File: src/rtl/sat_rr_sched.sv
// Round-robin scheduler sharing one signed N->K saturation stage among R requesters.
// Latency: 1 cycle. A sample granted at edge t is on o_data with o_valid high in cycle t+1.
// Backpressure: while i_ready=0 and the result register is full, o_gnt=0 and the result holds.
// Optional build macro SAT_CNT_CLR_EN adds i_cnt_clr, a synchronous clear of o_sat_cnt.
module sat_rr_sched #(
    parameter int N     = 5,
    parameter int K     = 3,
    parameter int R     = 4,
    parameter int CNT_W = 16
) (
    input  logic                 clk,
    input  logic                 rst_n,
    input  logic [R-1:0]         i_req,
    input  logic [R*N-1:0]       i_data,
    output logic [R-1:0]         o_gnt,
    output logic                 o_valid,
    input  logic                 i_ready,
`ifdef SAT_CNT_CLR_EN
    input  logic                 i_cnt_clr,
`endif
    output logic [K-1:0]         o_data,
    output logic [$clog2(R)-1:0] o_id,
    output logic                 o_sat_hi,
    output logic                 o_sat_lo,
    output logic [CNT_W-1:0]     o_sat_cnt
);

    localparam int ID_W = $clog2(R);
    localparam int IW1  = ID_W + 1;

    // Clip thresholds expressed at input width, and the clipped output codes.
    localparam logic signed [N-1:0] SAT_MAX = {{(N-K+1){1'b0}}, {(K-1){1'b1}}};
    localparam logic signed [N-1:0] SAT_MIN = {{(N-K+1){1'b1}}, {(K-1){1'b0}}};
    localparam logic [K-1:0]        OUT_MAX = {1'b0, {(K-1){1'b1}}};
    localparam logic [K-1:0]        OUT_MIN = {1'b1, {(K-1){1'b0}}};
    localparam logic [CNT_W-1:0]    CNT_MAX = '1;

    typedef enum logic {IDLE = 1'b0, FULL = 1'b1} state_t;

    state_t            state_q, state_d;
    logic [ID_W-1:0]   ptr_q, ptr_d;
    logic [K-1:0]      data_q, data_d;
    logic [ID_W-1:0]   id_q, id_d;
    logic              hi_q, hi_d;
    logic              lo_q, lo_d;
    logic [CNT_W-1:0]  cnt_q, cnt_d;

    logic              cap_en;
    logic              capture;
    logic [R-1:0]      gnt_oh;
    logic [ID_W-1:0]   gnt_idx;
    logic              found;
    logic [IW1-1:0]    scan_sum;
    logic [ID_W-1:0]   scan_idx;
    logic signed [N-1:0] sel;
    logic              clip_hi;
    logic              clip_lo;
    logic [K-1:0]      sat_dat;
    logic              cnt_clr;

`ifdef SAT_CNT_CLR_EN
    assign cnt_clr = i_cnt_clr;
`else
    assign cnt_clr = 1'b0;
`endif

    // A new sample may be taken when the output register is empty or being drained.
    assign cap_en  = (state_q == IDLE) || i_ready;
    assign capture = cap_en && (|i_req);

    // Rotating-priority search: first set request starting at ptr, wrapping at R-1.
    always_comb begin
        gnt_oh   = '0;
        gnt_idx  = '0;
        found    = 1'b0;
        scan_sum = '0;
        scan_idx = '0;
        for (int i = 0; i < R; i++) begin
            scan_sum = {1'b0, ptr_q} + IW1'(i);
            if (scan_sum >= IW1'(R)) begin
                scan_sum = scan_sum - IW1'(R);
            end
            scan_idx = scan_sum[ID_W-1:0];
            if (!found && i_req[scan_idx]) begin
                found            = 1'b1;
                gnt_oh[scan_idx] = 1'b1;
                gnt_idx          = scan_idx;
            end
        end
    end

    // Grant is suppressed while holding under backpressure and while in reset.
    assign o_gnt = (cap_en && rst_n) ? gnt_oh : '0;

    // One-hot select of the winning sample.
    always_comb begin
        sel = '0;
        for (int r = 0; r < R; r++) begin
            if (gnt_oh[r]) begin
                sel = i_data[r*N +: N];
            end
        end
    end

    // Signed saturation over the full input width; at most one clip flag can be set.
    always_comb begin
        clip_hi = (sel > SAT_MAX);
        clip_lo = (sel < SAT_MIN);
        if (clip_hi) begin
            sat_dat = OUT_MAX;
        end else if (clip_lo) begin
            sat_dat = OUT_MIN;
        end else begin
            sat_dat = sel[K-1:0];
        end
    end

    // Next-state, pointer, result register and clip counter update.
    always_comb begin
        state_d = state_q;
        ptr_d   = ptr_q;
        data_d  = data_q;
        id_d    = id_q;
        hi_d    = hi_q;
        lo_d    = lo_q;
        cnt_d   = cnt_q;

        case (state_q)
            IDLE: begin
                if (capture) begin
                    state_d = FULL;
                end
            end
            FULL: begin
                if (i_ready && !capture) begin
                    state_d = IDLE;
                end
            end
            default: state_d = IDLE;
        endcase

        if (capture) begin
            data_d = sat_dat;
            id_d   = gnt_idx;
            hi_d   = clip_hi;
            lo_d   = clip_lo;
            ptr_d  = (gnt_idx == ID_W'(R-1)) ? '0 : gnt_idx + ID_W'(1);
        end

        // A clear takes priority over an increment on the same edge.
        if (cnt_clr) begin
            cnt_d = '0;
        end else if (capture && (clip_hi || clip_lo) && (cnt_q != CNT_MAX)) begin
            cnt_d = cnt_q + CNT_W'(1);
        end
    end

    // State and datapath registers; reset drops any held result.
    always_ff @(posedge clk or negedge rst_n) begin
        if (!rst_n) begin
            state_q <= IDLE;
            ptr_q   <= '0;
            data_q  <= '0;
            id_q    <= '0;
            hi_q    <= 1'b0;
            lo_q    <= 1'b0;
            cnt_q   <= '0;
        end else begin
            state_q <= state_d;
            ptr_q   <= ptr_d;
            data_q  <= data_d;
            id_q    <= id_d;
            hi_q    <= hi_d;
            lo_q    <= lo_d;
            cnt_q   <= cnt_d;
        end
    end

    assign o_valid   = (state_q == FULL);
    assign o_data    = data_q;
    assign o_id      = id_q;
    assign o_sat_hi  = hi_q;
    assign o_sat_lo  = lo_q;
    assign o_sat_cnt = cnt_q;

endmodule

File: config.mk
export PLATFORM = sky130hd
export DESIGN_NAME = sat_rr_sched
export DESIGN_NICKNAME = d
export VERILOG_FILES = /design/src/rtl/sat_rr_sched.sv
export SDC_FILE = /design/constraint.sdc
export NUM_CORES = 1
export LEC_CHECK = 0
export ABC_AREA = 1
export CAP_MARGIN = 20
export CORE_MARGIN = 3
export CORE_UTILIZATION = 50
export CTS_CLUSTER_SIZE = 14
export DETAILED_ROUTE_END_ITERATION = 8
export GPL_ROUTABILITY_DRIVEN = 0
export HOLD_SLACK_MARGIN = 0.1
export PLACE_DENSITY = 0.78
export SYNTH_ARGS = -nofsm -noshare
export SYNTH_HDL_FRONTEND = slang
export SYNTH_SLANG_ARGS = --single-unit
File: constraint.sdc
create_clock -name clk -period 3.05 [get_ports clk]
set_clock_uncertainty 0.1 [all_clocks]
set_input_delay 0.305 -clock clk [delete_from_list [all_inputs] [get_ports clk]]
set_output_delay 0.305 -clock clk [all_outputs]
set_load 0.05 [all_outputs]
---- Word level (Yosys, flattened, before mapping) ----
Index checks and enable logic that the tools add are counted.
cells by class
  $add $sub $neg .......................... 9
  magnitude comparators ................... 14
  eq/ne operators ......................... 2
  multiplexer cells ....................... 42
  bitwise operators ....................... 4
  reduce and logical (&&, ||, !) cells .... 19
operators with widths
  operator               count
  $mux 4                 5
  $mux 5                 4
  $mux 2                 9
  $add 16x1->16 const B  1
  $ne 16x16->1 const B   1
  $mux 1                 13
  $logic_and 1x1->1      12
  $lt 2x3->1 const B     4
  $or 4x4->4             3
  $ge 3x3->1 const B     3
  $bmux 1 s2             4
  $demux 1 s2            4
  $ge 2x1->1 const B     4
  $sub 2x1->2 const B    4
  $add 2x2->3 const B    2
  $mux 3                 2
  $gt 5x3->1 const B     1
  $lt 5x3->1 const B     1
  $logic_not 1->1        4
  $reduce_or 4->1        1
  $add 2x1->3 const B    1
  $ge 2x3->1 const B     1
  $add 2x1->2 const B    1
  $eq 2x2->1 const B     1
  3 further kinds        4
word-level totals
  register bits after elaboration ......... 26
  input bits .............................. 27
  output and inout port bits .............. 28
  word-level logic and storage cells ...... 97

---- Depth between registers and ports, before layout ----
Gate-level depths: netlist (run 1).
  depth after elaboration ................. 22
  depth in mapped cells ................... 22
  mapped depth without buffers ............ 20

---- Worst setup path after synthesis (run 1) ----
No wires, ideal clock.
  path type ............................... register to register
  from .................................... register with a tool-made name
  to ...................................... register cnt_q[11], in the netlist o_sat_cnt[11]
  setup time .............................. 120 ps
  arrival ................................. 2,483 ps
  data required time ...................... 2,830 ps
  slack ................................... 347 ps
  cell stages (with the launch flop) ...... 22
  buffers on the path ..................... 3
  period minus slack after synthesis ...... 2,703 ps
  cell sequence ........................... dfrtp_1 > buf_6 > inv_6 > ha_1 > inv_1 > nand3_1 > nand2_2 > nor2_4 > a21boi_1 > nand3_2 > buf_6 > a21oi_2 > nand2_1 > nand2_1 > nand2_1 > nand2_2 > nand2_4 > nand2_4 > nand2_4 > buf_6 > nand2_1 > nand2_1
RTL lines
  what                  line  text
  to (signal assigned)  175   cnt_q <= cnt_d;
  to (decl)             46    logic [CNT_W-1:0] cnt_q, cnt_d;

==> qor.csv, run 1 <==
stage;metric;value;unit
setup_path;cp.arrival;2870;ps
run;max_cap_viol_count;0;
synth;yosysWarnings;0;
layout;nets;405;
setup_path;cp-end-kind;flip-flop;
synth;synth_seq_cells;26;
setup_path;crit_fanout;17;
power_and_ir_drop;clockPowerShare;6.1;%
global_route;grt_start_max_net_pins;27;
placed_design;place_area;0.00285;mm²
power_and_ir_drop;peakVddDrop;0.000706;V
power_and_ir_drop;internal-power;1.53;mW
power_and_ir_drop;totalPowerFinal;3.67;mW
clocking;cts_root_buf;clkbuf_8;
sta;slew_headroom;61.6;%
setup_path;required;3110;ps
setup_path;ff2ff_setup_slack;240;ps
layout;drive_gt1_share;15.2;%
placed_design;port_buffers;54;
clocking;cts_buffer_depth;2;
sta;post-route-min-period;2810;ps
placed_design;dp_slack;78.9;ps
run_status;status;completed;
sta;final.period_utilization;92.0;%
sta;layout_setup_ws;244;ps
clocking;clk_pin_slew;90;ps
synth;synth_compound_area_share;9.69;%
power_and_ir_drop;powerDensity;1250;mW/mm²
clocking;cts_made_buffers;3;
power_and_ir_drop;switching_share;58.4;%
global_route;grt_pass1_wl;9.27;mm
die;rows;23;
sta;finalSetupViolations;0;
layout;n_antenna_cell;0;
die;die_w;72.6;µm
synth;synth_seq_area_share;29.3;%
synth;synth_top_family_by_area;simple AND/OR/NAND/NOR gates;
detailed_routing;drt_iter0_drc;77;
sta;tightest_slew;573;ps
setup_path;critPathKind;reg2reg;
layout;n_fill_cell;357;
clocking;cts.sinks;26;
layout;area_growth;32.8;%
synth;syn_nets;347;
sta;maxSlewViolCount;0;
die;start_util;53.6;%
placed_design;hpwl;4.28;mm
detailed_routing;num_vias;2168;
synth;syn_area;0.00222;mm²
synth;yosys.area_share.simple;41.1;%
layout;layout_commonest_cell;nand2_1;
synth;synth_xor_area_share;5.52;%
power_and_ir_drop;p_sw;2.14;mW
layout;final_cell_mix;100 x nand2_1, 50 x clkdlybuf4s50_1, 34 x inv_1;
setup_path;worst_setup_path_start_kind;flip-flop;
synth;synth_mux_area_share;0;%
clocking;cts_tree;yes;
die;floorplan.die.height;72.6;µm
clocking;postCtsHoldBufs;0;
detailed_routing;drc;0;
synth;avgSynthCellArea;7.12;µm²
die;fp.coreArea;0.00414;mm²
global_route;globalRouteTotalUtil;21.9;%
die;io_pins;55;
power_and_ir_drop;p_leak;1.45;nW
layout;design_area;0.00295;mm²
power_and_ir_drop;p_seq_share;14.0;%
sta;fmax;356;MHz
layout;finish.utilization;71.2;%
detailed_routing;ant_nets;0;
detailed_routing;wl;5.60;mm
clocking;htreeDepth;1;
detailed_routing;post_drt_wl_per_cell;13.4;µm
hold_path;hp-class;reg2reg;
global_route;grt-ovfl-total;0;
die;die-area;0.00528;mm²
detailed_routing;dr.pass1.iters;4;
global_route;antenna_found_initial;0;
synth;synth-adder-area-share;4.51;%
global_route;grt_pass1_vias;2063;
synth;syn_inst;312;
detailed_routing;viasPerCell;5.17;
clocking;clk_latency;270;ps
power_and_ir_drop;comb_power_share;79.9;%
clocking;post_cts_resized;0;
sta;setup_tns;0;ps
synth;synth.distinct_cells;37;
sta;hold_viol_final;0;
clocking;postCtsSetupBuffers;0;
[cell type report]
cell class                 count  area, µm²  share of cell area (%)
timing repair buffer          59        618                    21.0
multi-input combinational    238       1400                    47.5
clock buffer                   4       55.1                    1.87
tap                           50       62.6                    2.12
inverter                      42        163                    5.52
sequential                    26        651                    22.1
[routing by layer]
layer  GRT usage (%)  share of wire [%]
met3            3.31                6.5
met1            30.6                 47
met2            36.3                 46
met4            4.30               0.82
met5               0                  0
[path summary, 6_finish.rpt]
kind	startpoint	endpoint	depth (start not counted)
max reg2reg	flip-flop	o_sat_cnt[5]	18
min in group asynchronous	rst_n	o_sat_cnt[7]	2
max	flip-flop	o_sat_cnt[5]	18
min	o_id[1]	o_id[1]	1
min reg2reg	o_id[1]	o_id[1]	1
max in group asynchronous	rst_n	o_sat_cnt[8]	2
[cell usage after synthesis, drive strengths merged]
cell / count / area [µm²]
a21boi: 2 / 18.8
nor4: 4 / 25.0
clkinv: 2 / 7.51
nand3: 30 / 195
xnor2: 1 / 8.76
dfrtp: 26 / 651
inv: 40 / 155
nor2: 23 / 115
o22ai: 1 / 6.26
nor3: 4 / 20.0
a41o: 1 / 10.0
nand2: 118 / 527
buf: 5 / 52.6
ha: 8 / 100
a31oi: 2 / 12.5
xor2: 13 / 114
o21a: 1 / 7.51
clkbuf: 1 / 3.75
nand4: 5 / 31.3
o41ai: 1 / 8.76
a22oi: 2 / 15.0
o21ai: 6 / 33.8
a21oi: 16 / 103
[sequential cells by signal, indices dropped and copies added, names as in the netlist, named ones only]
register / cells
o_sat_cnt: 16
o_data: 3
o_id: 2
o_sat_hi: 1
o_sat_lo: 1
o_valid: 1
ptr_q: 1
[power groups by stage]
stage | Sequential [mW] | Clock [mW] | Combinational, mW
floorplan | 0.765 | 0 | 2.00
global placement | 0.517 | 0 | 2.69
detailed placement | 0.519 | 0 | 2.75
CTS | 0.515 | 0.230 | 2.75
global route | 0.529 | 0.239 | 3.21
finish | 0.513 | 0.226 | 2.93
[critical path: stages (launching register included)]
cell and delay (ps):
dfrtp_1 430, inv_6 80, ha_1 360, inv_1 130, nand3_1 100, nand2_2 120
nor2_4 80, a21boi_2 180, nand3_4 170, a21oi_1 170, nand2_1 60, nand2_1 70
nand2_2 80, inv_2 80, nand2_4 80, nand2_8 150, nand2_8 110, nand2_1 90
nand2_1 50
[metrics by stage]
| step | hold slack [ps] | instances |
|---|---|---|
| global route | 434 | 419 |
| finish | 393 | 419 |
| CTS | 401 | 419 |
| floorplan | -90.6 | 312 |
| global placement | 367 | 415 |
| detailed placement | 373 | 415 |
[logic make-up after synthesis]
family | count (synthesis)
DFF | 26
and+or+nand+nor | 184
buffers and inverters | 48
AOI/OAI and AO/OA | 32
adders and majority gates | 8
xor gates and xnor gates | 14
(Power assumes the default switching activity.)
==> inputs of run 2 (changes only) <==
--- a/config.mk
+++ b/config.mk
@@ -8,12 +8,11 @@
 export ABC_AREA = 1
 export CAP_MARGIN = 20
 export CORE_MARGIN = 3
-export CORE_UTILIZATION = 50
+export CORE_UTILIZATION = 54
 export CTS_CLUSTER_SIZE = 14
 export DETAILED_ROUTE_END_ITERATION = 8
-export GPL_ROUTABILITY_DRIVEN = 0
 export HOLD_SLACK_MARGIN = 0.1
-export PLACE_DENSITY = 0.78
+export PLACE_DENSITY = 0.83
 export SYNTH_ARGS = -nofsm -noshare
 export SYNTH_HDL_FRONTEND = slang
 export SYNTH_SLANG_ARGS = --single-unit
==> constraint.sdc (replaced) <==
create_clock -name clk -period 3.4 [get_ports clk]
set_clock_uncertainty 0.1 [all_clocks]
set_input_delay 0.34 -clock clk [delete_from_list [all_inputs] [get_ports clk]]
set_output_delay 0.34 -clock clk [all_outputs]
set_load 0.05 [all_outputs]
==> qor.csv, run 2 (synthesis gave the netlist of run 1 again) <==
stage;metric;value;unit;change
run_status;status;completed;;
placed_design;port_buffers;54;;unchanged
clocking;post_cts_resized;0;;unchanged
sta;setup_tns;0;ps;unchanged
die;floorplan.die.height;70.1;µm;-3.5%
clocking;postCtsHoldBufs;0;;unchanged
global_route;grt-ovfl-total;0;;unchanged
setup_path;timing.rr.end;o_sat_cnt[7];;
layout;n_antenna_cell;0;;unchanged
setup_path;worst_setup_path_start_kind;flip-flop;;
clocking;cts.sinks;26;;unchanged
die;fp.coreArea;0.00380;mm²;-8.3%
die;io_pins;55;;unchanged
sta;maxSlewViolCount;0;;unchanged
detailed_routing;post_drt_wl_per_cell;13.3;µm;-0.33%
sta;final.period_utilization;87.0;%;-5.1 points
global_route;antenna_found_initial;0;;unchanged
sta;slew_headroom;64.4;%;+2.8 points
sta;grt_setup_unrepaired;no;;
power_and_ir_drop;peakVddDrop;0.000625;V;-11%
detailed_routing;num_vias;2161;;-0.32%
detailed_routing;dr.pass1.iters;4;;unchanged
setup_path;crit_fanout;11;;-6
hold_path;hold_path_end;o_data[1];;
clocking;cts_made_buffers;3;;unchanged
clocking;postCtsSetupBuffers;0;;unchanged
sta;tightest_slew;532;ps;-41.4 ps
power_and_ir_drop;powerDensity;1100;mW/mm²;-12%
clocking;cts_tree;yes;;
clocking;clk_pin_slew;90;ps;about the same
setup_path;reg2reg_depth;18;;unchanged
detailed_routing;wl;5.57;mm;-0.57%
layout;largest_register_ffs;16;;unchanged
hold_path;hp-class;reg2reg;;
setup_path;worst_path_largest_cell_delay;430;ps;about the same
setup_path;required;3510;ps;+400 ps
die;die-area;0.00492;mm²;-6.8%
global_route;grt_pass1_vias;2091;;+1.4%
setup_path;critPathKind;reg2reg;;
layout;final_cell_mix;100 x nand2_1, 50 x clkdlybuf4s50_1, 34 x inv_1;;
layout;final_cell_count_no_fill;418;;-0.24%
sta;finalSetupViolations;0;;unchanged
setup_path;cp.arrival;3070;ps;+200 ps
die;rows;22;;-4.3%
sta;fmax;338;MHz;-5.1%
sta;post-route-min-period;2960;ps;+150 ps
detailed_routing;drc;0;;unchanged
clocking;clk_latency;270;ps;about the same
layout;drive_gt1_share;15.1;%;-0.041 points
global_route;grt_start_max_net_pins;27;;unchanged
run;max_cap_viol_count;0;;unchanged
power_and_ir_drop;p_leak;1.45;nW;+0.17%
placed_design;hpwl;4.42;mm;+3.4%
hold_path;whs_path_depth;2;;+1
die;start_util;58.5;%;+4.9 points
clocking;cts_root_buf;clkbuf_8;;
detailed_routing;drt_iter0_drc;105;;+36%
placed_design;dp.cells;414;;-0.24%
layout;layout_commonest_cell;nand2_1;;
layout;area_growth;30.8;%;
hold_path;hp-start;o_data[1];;
setup_path;ff2ff_setup_slack;440;ps;+200 ps
placed_design;gp_congestion;0.929;;
clocking;cts_buffer_depth;2;;unchanged
die;die_w;70.1;µm;-3.5%
sta;holdWs;393;ps;-0.219 ps
global_route;grt_pass1_wl;9.43;mm;+1.6%
detailed_routing;viasPerCell;5.17;;about the same
clocking;htreeDepth;1;;unchanged
setup_path;cp_common_cell;nand2_1;;
layout;n_fill_cell;304;;-15%
layout;nets;406;;+0.25%
sta;hold_viol_final;0;;unchanged
setup_path;cp-end-kind;flip-flop;;
global_route;globalRouteTotalUtil;23.1;%;+1.2 points
detailed_routing;ant_nets;0;;unchanged
setup_path;path_cells;inv_6 -> ha_1 -> inv_1 -> nand3_1 -> nand2_2 -> nor2_4 -> a21boi_1 -> nand3_2 -> a21oi_1 -> nand2_1 -> nand2_1 -> nand2_2 -> inv_2 -> nand2_4 -> nand2_4 -> buf_4 -> nand3_1 -> nand2_1;;
setup_path;critPathSlowestCell;dfrtp_1;;
run 2: per-stage QoR:
| stage | setup slack [ps] | cell area, µm² | power, mW | util [%] |
|---|---|---|---|---|
| 6_report | 444 | 2910 | 3.19 | 76.5 |
| 5_1_grt | 178 | 2910 | 3.47 | 76.5 |
| 4_1_cts | 455 | 2910 | 3.19 | 76.5 |
| 3_5_place_dp | 422 | 2850 | 2.99 | 75.0 |
| 3_3_place_gp | 536 | 2850 | 2.93 | 75.0 |
| 2_1_floorplan | 697 | 2220 | 2.48 | - |
run 2: worst max path at each step:
stage	slack (ps)	to	cells after the start
floorplan	700	o_sat_cnt[11]	21
global placement	540	o_sat_cnt[2]	20
detailed placement	420	o_sat_cnt[7]	20
CTS	450	o_sat_cnt[7]	18
global route	180	o_sat_cnt[8]	18
finish	440	o_sat_cnt[7]	18
run 2: final cells by class:
cell class              instances  area, µm²  share of cell area (%)
multi-input cells             238       1350                    46.5
inverters                      42        163                    5.60
repair buffers                 60        626                    21.5
clock buffers                   4       55.1                    1.89
flip-flops and latches         26        651                    22.4
well taps                      48       60.1                    2.07
run 2: report_power, final:
part | total [mW] | leakage [nW] | internal [mW] | switching [mW]
sequential | 0.457 | 0.334 | 0.395 | 0.0627
combinational | 2.53 | 1.09 | 0.850 | 1.68
clock | 0.201 | 0.0288 | 0.104 | 0.0975
total | 3.19 | 1.45 | 1.35 | 1.84
run 2: routing by layer:
| metal | track usage (%) | vias to the layer above | share of wire [%] |
|---|---|---|---|
| met4 | 4.04 | 0 | 0.61 |
| li1 | - | 1113 | - |
| met1 | 32.0 | 973 | 47 |
| met5 | 0 | - | 0 |
| met3 | 4.32 | 4 | 5.8 |
| met2 | 38.1 | 71 | 47 |
run 2: critical path, delay by kind of cell, from the launching register on:
kind,cells,cell delay [ps]
flip-flops,1,430
AND/OR/NAND/NOR,11,1180
buffers and inverters,4,480
AO/OA/AOI/OAI,2,360
adder cells (fa/ha/maj),1,360
==> inputs of run 3 (changes only) <==
--- a/config.mk
+++ b/config.mk
@@ -8,11 +8,11 @@
 export ABC_AREA = 1
 export CAP_MARGIN = 20
 export CORE_MARGIN = 3
-export CORE_UTILIZATION = 54
-export CTS_CLUSTER_SIZE = 14
+export CORE_UTILIZATION = 45
+export CTS_CLUSTER_SIZE = 8
 export DETAILED_ROUTE_END_ITERATION = 8
 export HOLD_SLACK_MARGIN = 0.1
-export PLACE_DENSITY = 0.83
+export PLACE_DENSITY = 0.71
 export SYNTH_ARGS = -nofsm -noshare
 export SYNTH_HDL_FRONTEND = slang
 export SYNTH_SLANG_ARGS = --single-unit
==> qor.csv, run 3 (synthesis gave the netlist of run 1 again) <==
stage;metric;value;unit;change
setup_path;ff2ff_setup_slack;480;ps;+40 ps
layout;final_cell_mix;100 x nand2_1, 50 x clkdlybuf4s50_1, 34 x inv_1;;
die;io_pins;55;;unchanged
sta;layout_setup_ws;484;ps;+40.5 ps
placed_design;gp_congestion;0.904;;-2.7%
layout;n_antenna_cell;0;;unchanged
setup_path;cp-end-kind;flip-flop;;
layout;largest_register_ffs;16;;unchanged
die;die_w;76.3;µm;+8.7%
global_route;grt_start_max_net_pins;27;;unchanged
detailed_routing;drc;0;;unchanged
global_route;globalRouteTotalUtil;19.8;%;-3.3 points
die;rows;24;;+9.1%
run_status;status;completed;;
setup_path;worst_path_largest_cell_delay;420;ps;about the same
placed_design;dp.cells;431;;+4.1%
global_route;grt_use_met1;26.7;%;-5.3 points
setup_path;cp_common_cell;nand2_1;;
setup_path;critPathSlowestCell;dfrtp_1;;
hold_path;hp-class;reg2reg;;
global_route;use_met3;3.55;%;-0.77 points
sta;setup_tns;0;ps;unchanged
sta;hold_viol_final;0;;unchanged
hold_path;whs_path_depth;2;;unchanged
setup_path;cp.arrival;3020;ps;-50 ps
layout;final_cell_count_no_fill;435;;+4.1%
sta;post-route-min-period;2920;ps;-40.5 ps
layout;regArea;651;µm²;unchanged
detailed_routing;post_drt_wl_per_cell;12.6;µm;-5.5%
clocking;post_cts_resized;0;;unchanged
die;die-area;0.00581;mm²;+18%
power_and_ir_drop;powerDensity;1100;mW/mm²;+0.51%
sta;maxSlewViolCount;0;;unchanged
layout;drive_gt1_share;15.1;%;unchanged
clocking;cts_buffer_depth;2;;unchanged
run;max_cap_viol_count;0;;unchanged
setup_path;required;3510;ps;about the same
layout;multi_input_area;0.00135;mm²;unchanged
clocking;clk_latency;270;ps;about the same
sta;grt_setup_unrepaired;no;;
clocking;cts_made_buffers;3;;unchanged
layout;nets;406;;unchanged
setup_path;timing.rr.end;o_sat_cnt[5];;
detailed_routing;wl;5.47;mm;-1.7%
layout;layout_commonest_cell;nand2_1;;
clocking;htreeDepth;1;;unchanged
sta;slew_headroom;64.0;%;-0.45 points
setup_path;crit_fanout;11;;unchanged
setup_path;worst_setup_path_start_kind;flip-flop;;
power_and_ir_drop;peakVddDrop;0.000608;V;-2.7%
detailed_routing;dr.pass1.iters;4;;unchanged
global_route;antenna_found_initial;0;;unchanged
clocking;postCtsSetupBuffers;0;;unchanged
clocking;postCtsHoldBufs;0;;unchanged
global_route;use_met2;33.3;%;-4.8 points
global_route;grt-ovfl-total;0;;unchanged
sta;fmax;343;MHz;+1.4%
global_route;grt_pass1_vias;2109;;+0.86%
layout;n_fill_cell;424;;+39%
die;start_util;48.7;%;-9.8 points
detailed_routing;viasPerCell;4.96;;-4.0%
hold_path;hp-start;o_data[0];;
hold_path;hold_path_end;o_data[0];;
placed_design;port_buffers;54;;unchanged
die;fp.coreArea;0.00456;mm²;+20%
global_route;grt_pass1_wl;9.76;mm;+3.5%
placed_design;dp_slack;468;ps;+46.0 ps
power_and_ir_drop;p_leak;1.46;nW;+0.50%
clocking;cts.sinks;26;;unchanged
detailed_routing;ant_nets;0;;unchanged
clocking;cts_root_buf;clkbuf_8;;
sta;holdWs;392;ps;-1.20 ps
placed_design;hpwl;4.36;mm;-1.3%
clocking;clk_pin_slew;90;ps;about the same
global_route;busiest_layer;met2;;
die;floorplan.die.height;76.3;µm;+8.7%
sta;tightest_slew;539;ps;+6.74 ps
detailed_routing;num_vias;2158;;-0.14%
sta;final.period_utilization;85.8;%;-1.2 points
detailed_routing;drt_iter0_drc;128;;+22%
setup_path;critPathKind;reg2reg;;
setup_path;reg2reg_depth;18;;unchanged
setup_path;path_cells;inv_6 -> ha_1 -> inv_1 -> nand3_1 -> nand2_2 -> nor2_4 -> a21boi_1 -> nand3_2 -> a21oi_1 -> nand2_1 -> nand2_1 -> nand2_2 -> inv_2 -> nand2_4 -> nand2_4 -> buf_4 -> nand3_1 -> nand2_1;;
layout;area_growth;32.5;%;
clocking;cts_tree;yes;;
sta;finalSetupViolations;0;;unchanged
[run 3: critical path, delay by kind of cell (launching register included)]
kind,cells,cell delay (ps)
AND/OR/NAND/NOR,11,1140
flip-flops,1,420
adder cells (fa/ha/maj),1,360
AO/OA/AOI/OAI,2,340
buffers and inverters,4,480
[run 3: how the worst max path moves through the flow]
stage          cells after the start  slack, ps             to       from
2_1_floorplan                     21        700  o_sat_cnt[11]  flip-flop
3_3_place_gp                      18        530   o_sat_cnt[1]   i_req[3]
3_5_place_dp                      18        470   o_sat_cnt[4]   i_req[3]
4_1_cts                           18        480   o_sat_cnt[2]  flip-flop
5_1_grt                           18        170   o_sat_cnt[6]  flip-flop
6_report                          18        480   o_sat_cnt[5]  flip-flop
[run 3: area by class of cell]
class                   instances  area share [%]
clock inverters                 1            1.02
repair buffers                 60            21.3
flip-flops and latches         26            22.1
well taps                      65            2.76
clock buffers                   3            1.40
multi-input cells             238            45.9
inverters                      42            5.53
[run 3: through the flow]
stage	area [µm²]	total power [mW]	util, %
2_1_floorplan	2220	2.48	-
3_3_place_gp	2870	2.97	62.9
3_5_place_dp	2870	3.00	62.9
4_1_cts	2940	3.26	64.5
5_1_grt	2940	3.55	64.5
6_report	2940	3.24	64.5
[run 3: metal layers]
layer  part of all wire [%]  up-vias
met5                      0        -
met4                   0.69        0
met3                    4.8        4
met2                     48       59
met1                     47      988
li1                       -     1107
[run 3: power breakdown]
group	switching, mW	total, mW	internal [mW]
Combinational	1.67	2.53	0.864
Sequential	0.0643	0.459	0.395
Clock	0.0940	0.251	0.157
